File: src/rtl/mem_access_ctrl.sv
// Load/store controller between the CPU request port and a single-cycle
// data memory; does bounds/alignment checks and sub-word read-modify-write.
module mem_access_ctrl #(
  parameter logic [31:0] BASE_ADDR   = 32'd1024,
  parameter int          DEPTH_WORDS = 64
) (
  input  logic        clk,
  input  logic        rst,
  input  logic        req_valid,
  output logic        req_ready,
  input  logic        req_we,
  input  logic [1:0]  req_size,
  input  logic        req_unsigned,
  input  logic [31:0] req_addr,
  input  logic [31:0] req_wdata,
  output logic        resp_valid,
  input  logic        resp_ready,
  output logic [31:0] resp_rdata,
  output logic        resp_err,
  output logic        MemRead,
  output logic        MemWrite,
  output logic [31:0] address,
  output logic [31:0] WriteData,
  input  logic [31:0] ReadData
);

  typedef enum logic [2:0] {
    IDLE,
    READ,
    RMW_RD,
    WRITE,
    RESP
  } state_t;

  // 33-bit so the upper bound cannot wrap
  localparam logic [32:0] LIMIT =
    {1'b0, BASE_ADDR} + 33'(4 * DEPTH_WORDS) - 33'd1;

  state_t      state_q, state_d;
  logic [31:0] addr_q;
  logic        we_q;
  logic [1:0]  size_q;
  logic        uns_q;
  logic [31:0] wdata_q;
  logic [31:0] word_q;
  logic [31:0] rdata_q;
  logic        err_q;

  logic        accept;
  logic        req_err;
  logic [31:0] load_val;
  logic [31:0] merge_val;
  logic [7:0]  lane_b;
  logic [15:0] lane_h;

  assign req_err = (req_size == 2'b11)
                || (req_size == 2'b01 && req_addr[0])
                || (req_size == 2'b10 && req_addr[1:0] != 2'b00)
                || (req_addr < BASE_ADDR)
                || ({1'b0, req_addr} > LIMIT);

  assign req_ready = (state_q == IDLE) && !rst;
  assign accept    = req_valid && req_ready;

  always_comb begin
    state_d = state_q;
    unique case (state_q)
      IDLE: begin
        if (accept) begin
          if (req_err)                state_d = RESP;
          else if (!req_we)           state_d = READ;
          else if (req_size == 2'b10) state_d = WRITE;
          else                        state_d = RMW_RD;
        end
      end
      READ:    state_d = RESP;
      RMW_RD:  state_d = WRITE;
      WRITE:   state_d = RESP;
      RESP:    if (resp_ready) state_d = IDLE;
      default: state_d = IDLE;
    endcase
  end

  always_comb begin
    lane_b = 8'h00;
    lane_h = 16'h0000;
    unique case (addr_q[1:0])
      2'd0: lane_b = ReadData[7:0];
      2'd1: lane_b = ReadData[15:8];
      2'd2: lane_b = ReadData[23:16];
      default: lane_b = ReadData[31:24];
    endcase
    lane_h = addr_q[1] ? ReadData[31:16] : ReadData[15:0];
    load_val = ReadData;
    if (size_q == 2'b00)
      load_val = {{24{~uns_q & lane_b[7]}}, lane_b};
    else if (size_q == 2'b01)
      load_val = {{16{~uns_q & lane_h[15]}}, lane_h};
  end

  // replace only the addressed lane of the word read back
  always_comb begin
    merge_val = ReadData;
    if (size_q == 2'b00) begin
      unique case (addr_q[1:0])
        2'd0: merge_val[7:0]   = wdata_q[7:0];
        2'd1: merge_val[15:8]  = wdata_q[7:0];
        2'd2: merge_val[23:16] = wdata_q[7:0];
        default: merge_val[31:24] = wdata_q[7:0];
      endcase
    end else if (addr_q[1]) begin
      merge_val[31:16] = wdata_q[15:0];
    end else begin
      merge_val[15:0] = wdata_q[15:0];
    end
  end

  always_ff @(posedge clk) begin
    if (rst) begin
      state_q <= IDLE;
      addr_q  <= '0;
      we_q    <= 1'b0;
      size_q  <= 2'b00;
      uns_q   <= 1'b0;
      wdata_q <= '0;
      word_q  <= '0;
      rdata_q <= '0;
      err_q   <= 1'b0;
    end else begin
      state_q <= state_d;
      unique case (state_q)
        IDLE: begin
          if (accept) begin
            addr_q  <= req_addr;
            we_q    <= req_we;
            size_q  <= req_size;
            uns_q   <= req_unsigned;
            wdata_q <= req_wdata;
            word_q  <= req_wdata;
            rdata_q <= '0;
            err_q   <= req_err;
          end
        end
        READ:   rdata_q <= load_val;
        RMW_RD: word_q  <= merge_val;
        default: ;
      endcase
    end
  end

  assign resp_valid = (state_q == RESP);
  assign resp_rdata = rdata_q;
  assign resp_err   = err_q;

  assign MemRead  = !rst && !we_q
                  ? (state_q == READ)
                  : !rst && (state_q == RMW_RD);
  assign MemWrite = !rst && (state_q == WRITE);
  assign address  = {addr_q[31:2], 2'b00};
  assign WriteData = (state_q == WRITE) ? word_q : 32'h0;

endmodule

File: config.mk
export PLATFORM = sky130hd
export DESIGN_NAME = mem_access_ctrl
export DESIGN_NICKNAME = d
export VERILOG_FILES = /design/src/rtl/mem_access_ctrl.sv
export SDC_FILE = /design/constraint.sdc
export NUM_CORES = 1
export LEC_CHECK = 0
export BUFFER_PORTS_ARGS = -buffer_cell sky130_fd_sc_hd__buf_2
export CAP_MARGIN = 10
export CELL_PAD_IN_SITES_DETAIL_PLACEMENT = 0
export CELL_PAD_IN_SITES_GLOBAL_PLACEMENT = 1
export CORE_MARGIN = 1.5
export CORE_UTILIZATION = 40
export CTS_CLUSTER_SIZE = 10
export DETAILED_ROUTE_END_ITERATION = 7
export HOLD_SLACK_MARGIN = 0.08
export MAX_ROUTING_LAYER = met4
export PLACE_DENSITY_LB_ADDON = 0.1
export REMOVE_ABC_BUFFERS = 1
export SETUP_SLACK_MARGIN = 0.2
export SYNTH_ARGS = -nofsm -noshare
export SYNTH_HDL_FRONTEND = slang
export SYNTH_SLANG_ARGS = --single-unit
File: constraint.sdc
create_clock -name clk -period 4.3 [get_ports clk]
set_input_delay 0 -clock clk [delete_from_list [all_inputs] [get_ports clk]]
set_output_delay 0 -clock clk [all_outputs]
set_load 0.01 [all_outputs]
==> results of run 1 <==
## worst min-delay path by stage
stage                      from  cells past startpoint         end
floorplan                   rst                      1   req_ready
global placement    req_addr[7]                      3   addr_q[7]
detailed placement  req_addr[6]                      3   addr_q[6]
CTS                         rst                      2  wdata_q[7]
global route                rst                      2  wdata_q[7]
finish                      rst                      2  wdata_q[7]
## power groups by stage
| stage | Clock [mW] | Combinational (mW) | Sequential [mW] |
|---|---|---|---|
| final | 1.49 | 0.474 | 1.20 |
| after global routing | 1.58 | 0.510 | 1.21 |
| after CTS | 1.52 | 0.466 | 1.20 |
| after detailed placement | 0 | 0.390 | 1.23 |
| after global placement | 0 | 0.385 | 1.22 |
| after floorplan | 0 | 0.203 | 1.23 |
## kinds of logic after synthesis
group                  share of synthesized area, %
buffers and inverters                          9.87
multiplexers                                   8.45
other                                        0.0609
flip-flops                                     39.0
AND/OR/NAND/NOR                                21.1
AO/OA/AOI/OAI                                  21.5
## layer usage
metal / vias to the layer above / part of all wire [%] / GRT usage [%] / routed length (µm)
li1: 2926 / - / - / -
met1: 2914 / 45 / 32.6 / 9200
met2: 261 / 46 / 39.9 / 9330
met3: 29 / 6.6 / 5.15 / 1330
met4: 0 / 1.8 / 8.89 / 359
met5: - / 0 / - / 0
## worst reg2reg max path, delay by kind of cell, from the launching register on
kind | cells | cell delay, ps
and+or+nand+nor | 2 | 1220
DFF | 1 | 450
AOI/OAI and AO/OA | 1 | 100
muxes | 1 | 320
buffers and inverters | 1 | 580
## stage by stage
step	std cells	cell area [µm²]	util (%)	total power, mW
after floorplan	587	5600	-	1.44
after global placement	985	6910	45.6	1.61
after detailed placement	985	6910	45.6	1.61
after CTS	1125	8620	56.9	3.19
after global routing	1126	8640	57.0	3.30
final	1126	8640	57.0	3.17
## sequential cells by signal, summed over array words and instances, names as in the netlist
signal      count
addr_q         32
size_q          2
resp_err        1
wdata_q        16
state_q         3
word_q         32
resp_rdata     32
we_q            1
uns_q           1
## area by class of cell
| cell class | instances | area (µm²) | share of cell area, % |
|---|---|---|---|
| clock buffer | 25 | 515 | 5.97 |
| tap | 188 | 235 | 2.72 |
| sequential | 120 | 2400 | 27.8 |
| multi-input combinational | 455 | 3160 | 36.6 |
| timing repair buffer | 319 | 2170 | 25.1 |
| clock inverter | 7 | 113 | 1.30 |
| inverter | 12 | 45.0 | 0.522 |
## layout by cell type (no fill, tap or decap), drive strengths merged, types with 10 or more instances in the layout
| master | n |
|---|---|
| a221oi | 16 |
| and2 | 33 |
| a21oi | 36 |
| clkbuf | 25 |
| inv | 11 |
| nor2 | 36 |
| a22o | 16 |
| buf | 211 |
| nand3b | 33 |
| o22ai | 24 |
| a221o | 23 |
| dfxtp | 120 |
| dlygate4sd3 | 108 |
| mux2i | 34 |
| nand2 | 107 |
| nor4 | 10 |
## timing repair
item | CTS | global route
hold buffers | 108 | 0
endpoints found under the setup margin | 0 | 0
gates resized for setup | 0 | 0
endpoints found under the hold margin | 118 | 0
==> impl_metrics.json, run 1 <==
{
  "finalMaxSlewViolations": 0,
  "start_util_pct": 40.7,
  "yosysWarnings": 0,
  "cp_top_family": "simple AND/OR/NAND/NOR gates",
  "fin_hold_ws_ps": 106,
  "cp-endpoint": "word_q[18]",
  "clock-skew-final_ps": 9.03,
  "num_vias": 6130,
  "ctsHtreeMaxLevel": 4,
  "n_antenna_cell": 0,
  "cts-root-buf": "clkbuf_16",
  "ys_top_cells_by_area": "dfxtp_1 (39%), nand2_1 (6.1%), mux2i_1 (5.5%)",
  "post-place-ws_ps": 1940,
  "arrival_ps": 3080,
  "syn-instance-count": 673,
  "synth_most_common_cell": "dfxtp_1",
  "hpwlAfterDp_um": 13200,
  "clk_latency_ps": 410,
  "dieArea_mm2": 0.0162,
  "cp-end-kind": "flip-flop",
  "pwr-share-seq_pct": 38.0,
  "grt_pass1_vias": 5974,
  "synth_top_area_cell": "dfxtp_1",
  "grt_use_total_pct": 25.4,
  "overflow": 0,
  "dieWidth_um": 127,
  "critical_path_class": "reg2reg",
  "synth_edf_count": 0,
  "synth-main-ff-cell": "dfxtp_1",
  "swShare_pct": 24.5,
  "clock_path_buffers": 2,
  "r2r_setup_slack_ps": 1510,
  "drt_first_pass_iters": 7,
  "tritoncts": "yes",
  "ys_types": 59,
  "ant_nets": 0,
  "hold_viol_final": 0,
  "hold_path.class": "in2reg",
  "slowest_delay_ps": 840,
  "routed_wl_um": 20200,
  "drive_gt1_share_pct": 30.1,
  "ir_drop_mv": 0.266,
  "vias_per_cell": 5.44,
  "syn_avg_cell_area_um2": 9.15,
  "clock_sinks": 120,
  "setup.worst_path.start_class": "flip-flop",
  "die_h_um": 127,
  "worst_slack_ps": 1510,
  "setup_violations": 0,
  "path_max_fanout": 72,
  "pin_count": 205,
  "antenna_found_initial": 0,
  "syn_to_final_growth_pct": 40.2,
  "routedWlPerCell_um": 18.0,
  "path_cells": "nor4_4, and2_4, mux2i_1, o22ai_1, dlygate4sd3_1",
  "crit_buf_inv": 1,
  "clkPwrFrac_pct": 47.0,
  "port_buffers": 202,
  "num-nets-final": 1029,
  "syn_area_mm2": 0.00616,
  "grt_pass1_wl_um": 31200,
  "fmax_mhz": 359,
  "ys_seq_area_share_pct": 39.0,
  "synthArstFlopShare_pct": 0,
  "numCtsBuffers": 17,
  "slowest_stage": "and2_4",
  "p_leak_nw": 3.91,
  "cp.required_ps": 4590,
  "drc": 0,
  "synth_seq_cells": 120,
  "drtIter0Drc": 519,
  "postCtsSetupBuffers": 0,
  "finalSetupTns_ps": 0,
  "power.switching_mw": 0.775,
  "gp_congestion": 0.887,
  "cap_violations": 0,
  "comb_power_share_pct": 15.0,
  "clkTransAtPathRegs_ps": 60,
  "r2r-start": "state_q[2]",
  "synth_common_cells": "dfxtp_1 (120), nand2_1 (100), a21oi_1 (36), mux2i_1 (34)",
  "cp.depth": 5,
  "n_fill_cell": 1384,
  "p_per_area_mw_per_mm2": 367,
  "r2r_end": "word_q[18]",
  "synth_top_area_share_pct": 39.0,
  "fin_crit_sh_pct": 64.8,
  "rsz0062_at_grt": "no",
  "period_needed_ps": 2790,
  "maxSlewHeadroom_pct": 33.8,
  "worstMarginPinSlew_ps": 993,
  "outcome": "finished clean",
  "p_int_mw": 2.39,
  "startpoint": "state_q[2]",
  "ff2ff_path_depth": 5,
  "grt_max_degree": 73,
  "num_rows": 45,
  "coreArea_mm2": 0.0151
}
Power figures use the tool's default switching activity.
==> run 2, diff against run 1 <==
--- a/config.mk
+++ b/config.mk
@@ -5,12 +5,13 @@
 export SDC_FILE = /design/constraint.sdc
 export NUM_CORES = 1
 export LEC_CHECK = 0
+export ABC_AREA = 1
 export BUFFER_PORTS_ARGS = -buffer_cell sky130_fd_sc_hd__buf_2
 export CAP_MARGIN = 10
 export CELL_PAD_IN_SITES_DETAIL_PLACEMENT = 0
 export CELL_PAD_IN_SITES_GLOBAL_PLACEMENT = 1
 export CORE_MARGIN = 1.5
-export CORE_UTILIZATION = 40
+export CORE_UTILIZATION = 36
 export CTS_CLUSTER_SIZE = 10
 export DETAILED_ROUTE_END_ITERATION = 7
 export HOLD_SLACK_MARGIN = 0.08
==> constraint.sdc (replaced) <==
create_clock -name clk -period 2.9 [get_ports clk]
set_input_delay 0 -clock clk [delete_from_list [all_inputs] [get_ports clk]]
set_output_delay 0 -clock clk [all_outputs]
set_load 0.01 [all_outputs]
==> run 2 against run 1 <==
The run now ends with DRC left. Total power rose by 59%. Clock skew fell by 1.0 ps. Die area up 20%. Cell count grew 32%. Critical path type unchanged. Area after synthesis up 8.3%. Sequential power increased by 51%. Flip-flop and latch count unchanged. Synthesized cell count grew 51%. Sequential share of layout area is 1.4 points lower. Hold slack got worse by 18 ps. Design area up 5.4%. Utilization is 6.7 points lower.
==> impl_metrics.json, run 2 <==
{
  "outcome": "complete, but fails checks",
  "violations": "DRC",
  "drtIter0Drc": 451,
  "grt_pass1_vias": 6781,
  "synth_common_cells": "nand2_1 (212), a21oi_1 (161), dfxtp_1 (120), o21ai_0 (109), inv_1 (89)",
  "busiest_layer": "met2",
  "start_util_pct": 36.9,
  "worst_slack_ps": 498,
  "finalMaxSlewViolations": 0,
  "dieArea_mm2": 0.0194,
  "port_buffers": 202,
  "startpoint": "state_q[0]",
  "clock_sinks": 120,
  "clock-skew-final_ps": 8.00,
  "r2r_end": "word_q[21]",
  "rsz0062_at_grt": "no",
  "drive_gt1_share_pct": 22.4,
  "hold_path.class": "in2reg",
  "fin_hold_ws_ps": 88.1,
  "synthArstFlopShare_pct": 0,
  "ys_types": 32,
  "clock_path_buffers": 2,
  "drc": 10,
  "postCtsSetupBuffers": 0,
  "r2r-start": "state_q[0]",
  "num_rows": 49,
  "clk_latency_ps": 420,
  "r2r_setup_slack_ps": 500,
  "ys_seq_area_share_pct": 36.0,
  "ant_nets": 0,
  "gp_congestion": 0.813,
  "clkTransAtPathRegs_ps": 60,
  "final_cell_mix": "nand2_1 (212), buf_2 (202), a21oi_1 (161)",
  "pin_count": 205,
  "yosysWarnings": 0,
  "cts-root-buf": "clkbuf_16",
  "synth_most_common_cell": "nand2_1",
  "layout_commonest_cell": "nand2_1",
  "path_max_fanout": 51,
  "synth_top_area_share_pct": 36.0,
  "dieWidth_um": 139,
  "tritoncts": "yes",
  "synth-main-ff-cell": "dfxtp_1",
  "met1_usage_pct": 31.1,
  "grt_use_total_pct": 24.1,
  "ctsHtreeMaxLevel": 4,
  "synth_top_area_cell": "dfxtp_1",
  "fin_crit_sh_pct": 82.8,
  "synth_edf_count": 0,
  "worstMarginPinSlew_ps": 880,
  "antenna_found_initial": 0,
  "use_met3_pct": 4.07,
  "cts_resized": 0,
  "vias_per_cell": 4.90,
  "grt_max_degree": 70,
  "cap_violations": 0,
  "syn_avg_cell_area_um2": 6.56,
  "ff2ff_path_depth": 8,
  "finalSetupTns_ps": 0,
  "syn_area_mm2": 0.00667,
  "cp-endpoint": "word_q[21]",
  "p_leak_nw": 4.19,
  "ir_drop_mv": 0.425,
  "num_vias": 7289,
  "syn-instance-count": 1017,
  "power_mw": 5.04,
  "ys_top_cells_by_area": "dfxtp_1 (36%), a21oi_1 (12%), nand2_1 (12%)",
  "setup_violations": 0,
  "p_per_area_mw_per_mm2": 554,
  "drt_first_pass_iters": 8,
  "synth_seq_cells": 120,
  "overflow": 0,
  "hold_viol_final": 0,
  "period_needed_ps": 2400,
  "setup.worst_path.start_class": "flip-flop",
  "post-place-ws_ps": 708,
  "grt_pass1_wl_um": 35900,
  "coreArea_mm2": 0.0181,
  "routed_wl_um": 22800,
  "hpwlAfterDp_um": 15200,
  "fmax_mhz": 416,
  "maxSlewHeadroom_pct": 41.2,
  "numCtsBuffers": 17,
  "num-nets-final": 1349,
  "cp-end-kind": "flip-flop",
  "utilization_pct": 50.3,
  "die_h_um": 139,
  "routedWlPerCell_um": 15.3,
  "syn_to_final_growth_pct": 36.5,
  "n_antenna_cell": 0,
  "cp.required_ps": 3260,
  "critical_path_class": "reg2reg",
  "grtUsageMet2_pct": 39.1,
  "arrival_ps": 2760
}
==> run 2: changes by cell type after synthesis, sizes merged, moves of 28 or more <==
cell    before  now
a21oi       36  161
and2        33    1
inv         11  100
mux2i       34    0
nand2      107  225
nand3        0   72
nand3b      33    0
nor3         6   34
o21ai        6  115
==> run 2: logic make-up after synthesis <==
group                  synth area share [%]
AND/OR/NAND/NOR                        25.6
buffers and inverters                  14.6
other                                0.0562
flip-flops                             36.0
AO/OA/AOI/OAI                          23.7
==> run 2: timing repair <==
| action | 4_1_cts | 5_1_grt |
|---|---|---|
| hold buffers | 95 | 0 |
| setup endpoints to repair | 0 | 0 |
| endpoints found under the hold margin | 115 | 0 |
==> run 2: layer usage <==
layer,up-vias,part of all wire (%)
met5,-,0
met4,0,1.6
met3,29,4.0
met2,189,48
met1,3293,46
li1,3778,-
==> run 2: cell type report <==
class                           count  area [µm²]
Sequential cell                   120        2400
Timing Repair Buffer              309        2060
Tap cell                          229         287
Fill cell                        1902        8980
Multi-Input combinational cell    695        3300
Clock inverter                     13         216
Clock buffer                       19         453
Inverter                          102         385
==> run 2: worst min path at each step <==
stage,endpoint,start,cells after the start,slack (ps)
detailed placement,addr_q[2],req_addr[2],3,200
finish,resp_rdata[31],ReadData[31],5,90
global route,resp_rdata[31],ReadData[31],5,100
global placement,addr_q[4],req_addr[4],3,200
floorplan,req_ready,rst,1,40
CTS,resp_rdata[31],ReadData[31],5,80
==> run 2: metrics by stage <==
step           instances  area [µm²]
2_1_floorplan        917        6080
3_3_place_gp        1360        7490
3_5_place_dp        1360        7490
4_1_cts             1487        9110
5_1_grt             1487        9110
6_report            1487        9110
==> run 2: critical path: stages, from the launching register on <==
cell and delay, ps:
dfxtp_1 440, nor2_1 80, nand2_1 100, nor2_2 60, nand2_4 300, buf_4 500
o21ai_0 140, a21oi_1 150, dlygate4sd3_1 550
==> run 2: power by group <==
part / internal [mW] / leakage (nW) / switching, mW
clock: 1.58 / 0.316 / 0.826
combinational: 0.329 / 2.90 / 0.500
sequential: 1.74 / 0.981 / 0.0671
total: 3.65 / 4.19 / 1.39
==> run 3, diff against run 2 <==
--- a/config.mk
+++ b/config.mk
@@ -11,7 +11,7 @@
 export CELL_PAD_IN_SITES_DETAIL_PLACEMENT = 0
 export CELL_PAD_IN_SITES_GLOBAL_PLACEMENT = 1
 export CORE_MARGIN = 1.5
-export CORE_UTILIZATION = 36
+export CORE_UTILIZATION = 32
 export CTS_CLUSTER_SIZE = 10
 export DETAILED_ROUTE_END_ITERATION = 7
 export HOLD_SLACK_MARGIN = 0.08
==> constraint.sdc (replaced) <==
create_clock -name clk -period 2.1 [get_ports clk]
set_input_delay 0 -clock clk [delete_from_list [all_inputs] [get_ports clk]]
set_output_delay 0 -clock clk [all_outputs]
set_load 0.01 [all_outputs]
==> run 3 against run 2 <==
The run now ends clean. Largest cell class unchanged. Critical endpoint is now word_q[7]. Highest routed layer unchanged. Cell count is 3.4% higher. Routed wire length is 2.5% higher. First-iteration DRC count is 2.2% lower. Register-to-register slack worse by 90 ps. Setup slack worse by 91 ps. Flip-flop and latch count stayed put. Clock power is 21% higher. Hold slack better by 23 ps. Global-route usage is 2.1 points lower. Utilization is 5.5 points lower. Maximum frequency is 42% higher.
==> impl_metrics.json, run 3 (synthesis gave the netlist of run 2 again) <==
{
  "grt_pass1_vias": 6867,
  "r2r-start": "addr_q[0]",
  "fin_crit_sh_pct": 80.6,
  "syn_to_final_growth_pct": 37.0,
  "ff2ff_path_depth": 6,
  "tritoncts": "yes",
  "cp.required_ps": 2370,
  "clock-skew-final_ps": 7.82,
  "ir_drop_mv": 0.485,
  "grt_use_total_pct": 22.1,
  "gp_congestion": 0.823,
  "cts-root-buf": "clkbuf_16",
  "drc": 0,
  "p_per_area_mw_per_mm2": 720,
  "vias_per_cell": 4.73,
  "r2r_setup_slack_ps": 410,
  "n_antenna_cell": 0,
  "num_rows": 52,
  "drive_gt1_share_pct": 23.0,
  "n_fill_cell": 2207,
  "maxSlewHeadroom_pct": 45.2,
  "routedWlPerCell_um": 15.2,
  "setup_violations": 0,
  "arrival_ps": 1970,
  "busiest_layer": "met2",
  "ctsHtreeMaxLevel": 4,
  "clk_latency_ps": 420,
  "met1_usage_pct": 28.8,
  "clock_sinks": 120,
  "use_met3_pct": 3.86,
  "dieWidth_um": 147,
  "dp_cells": 1410,
  "finalMaxSlewViolations": 0,
  "ant_nets": 0,
  "slowest_delay_ps": 380,
  "fin_hold_ws_ps": 111,
  "num_vias": 7267,
  "r2r_end": "word_q[7]",
  "hold_depth": 5,
  "critical_path_class": "reg2reg",
  "outcome": "finished clean",
  "p_leak_nw": 4.19,
  "setup.worst_path.start_class": "flip-flop",
  "start_util_pct": 32.8,
  "drtIter0Drc": 441,
  "cp_top_family": "simple AND/OR/NAND/NOR gates",
  "rsz0062_at_grt": "no",
  "clock_path_buffers": 2,
  "final_cell_mix": "nand2_1 (212), buf_2 (202), a21oi_1 (161)",
  "port_buffers": 202,
  "slowest_stage": "dfxtp_1",
  "startpoint": "addr_q[0]",
  "hpwlAfterDp_um": 16000,
  "die_h_um": 147,
  "fin_cells": 1537,
  "coreArea_mm2": 0.0204,
  "period_needed_ps": 1690,
  "path_cells": "nor2_4, inv_1, o21ai_0, a21oi_1, nor3_1, nor3_2",
  "cp-end-kind": "flip-flop",
  "worstMarginPinSlew_ps": 821,
  "cap_violations": 0,
  "clkTransAtPathRegs_ps": 60,
  "grtUsageMet2_pct": 35.8,
  "fmax_mhz": 591,
  "hold_path.class": "in2reg",
  "crit_buf_inv": 1,
  "grt_max_degree": 70,
  "postCtsSetupBuffers": 0,
  "drt_first_pass_iters": 5,
  "dieArea_mm2": 0.0217,
  "layout_commonest_cell": "nand2_1",
  "hold_viol_final": 0,
  "hold_start": "ReadData[15]",
  "path_max_fanout": 16,
  "routed_wl_um": 23400,
  "numCtsBuffers": 17,
  "grt_pass1_wl_um": 36700,
  "hold_end": "resp_rdata[15]",
  "overflow": 0,
  "pin_count": 205,
  "antenna_found_initial": 0,
  "num-nets-final": 1358
}
-- run 3: cell count changes in the layout (fill, tap and decap cells not counted), moves of 2 or more --
cell	delta
buf_4	+9
clkinv_2	+5
bufinv_16	-3
clkbuf_8	-2
-- run 3: tightest hold or removal path, cell delays in order --
cell and delay [ps]:
buf_2 100, inv_1 130, a21oi_1 90, nand3_1 80, a21oi_1 60
-- run 3: area by class of cell --
class / count / area, µm² / share of cell area (%)
repair buffers: 317 / 2120 / 23.2
clock buffers: 17 / 425 / 4.66
flip-flops and latches: 120 / 2400 / 26.3
multi-input cells: 696 / 3310 / 36.2
well taps: 270 / 338 / 3.70
inverters: 102 / 388 / 4.24
clock inverters: 15 / 153 / 1.67
-- run 3: worst max path at each step --
stage	end	depth (start not counted)
after detailed placement	word_q[25]	8
final	word_q[7]	6
after CTS	word_q[25]	8
after floorplan	resp_rdata[4]	7
after global placement	word_q[25]	8
after global routing	word_q[23]	8
-- run 3: where the power goes --
group	total [mW]	internal, mW	switching, mW
logic	1.17	0.468	0.704
clock network	2.92	1.75	1.17
registers	2.49	2.40	0.0843
total	6.58	4.62	1.96
-- run 3: metal layers --
metal	vias up	part of all wire (%)
met3	13	3.8
met1	3300	47
met4	0	0.96
met5	-	0
met2	157	48
li1	3797	-
-- run 3: stage by stage --
stage | setup slack (ps) | power, mW | setup TNS, ps | instance area, µm² | util [%]
after floorplan | -410 | 3.12 | -15880 | 6080 | -
after global placement | 355 | 3.57 | 0 | 7600 | 37.3
after detailed placement | 298 | 3.57 | 0 | 7600 | 37.3
after CTS | 289 | 6.65 | 0 | 9120 | 44.8
after global routing | 215 | 6.91 | 0 | 9140 | 44.9
final | 407 | 6.58 | 0 | 9140 | 44.9
-- run 3: timing repair --
item	in CTS	in global routing
gates resized for setup	0	2
hold buffers	94	0
endpoints found under the setup margin	0	22
endpoints found under the hold margin	113	0
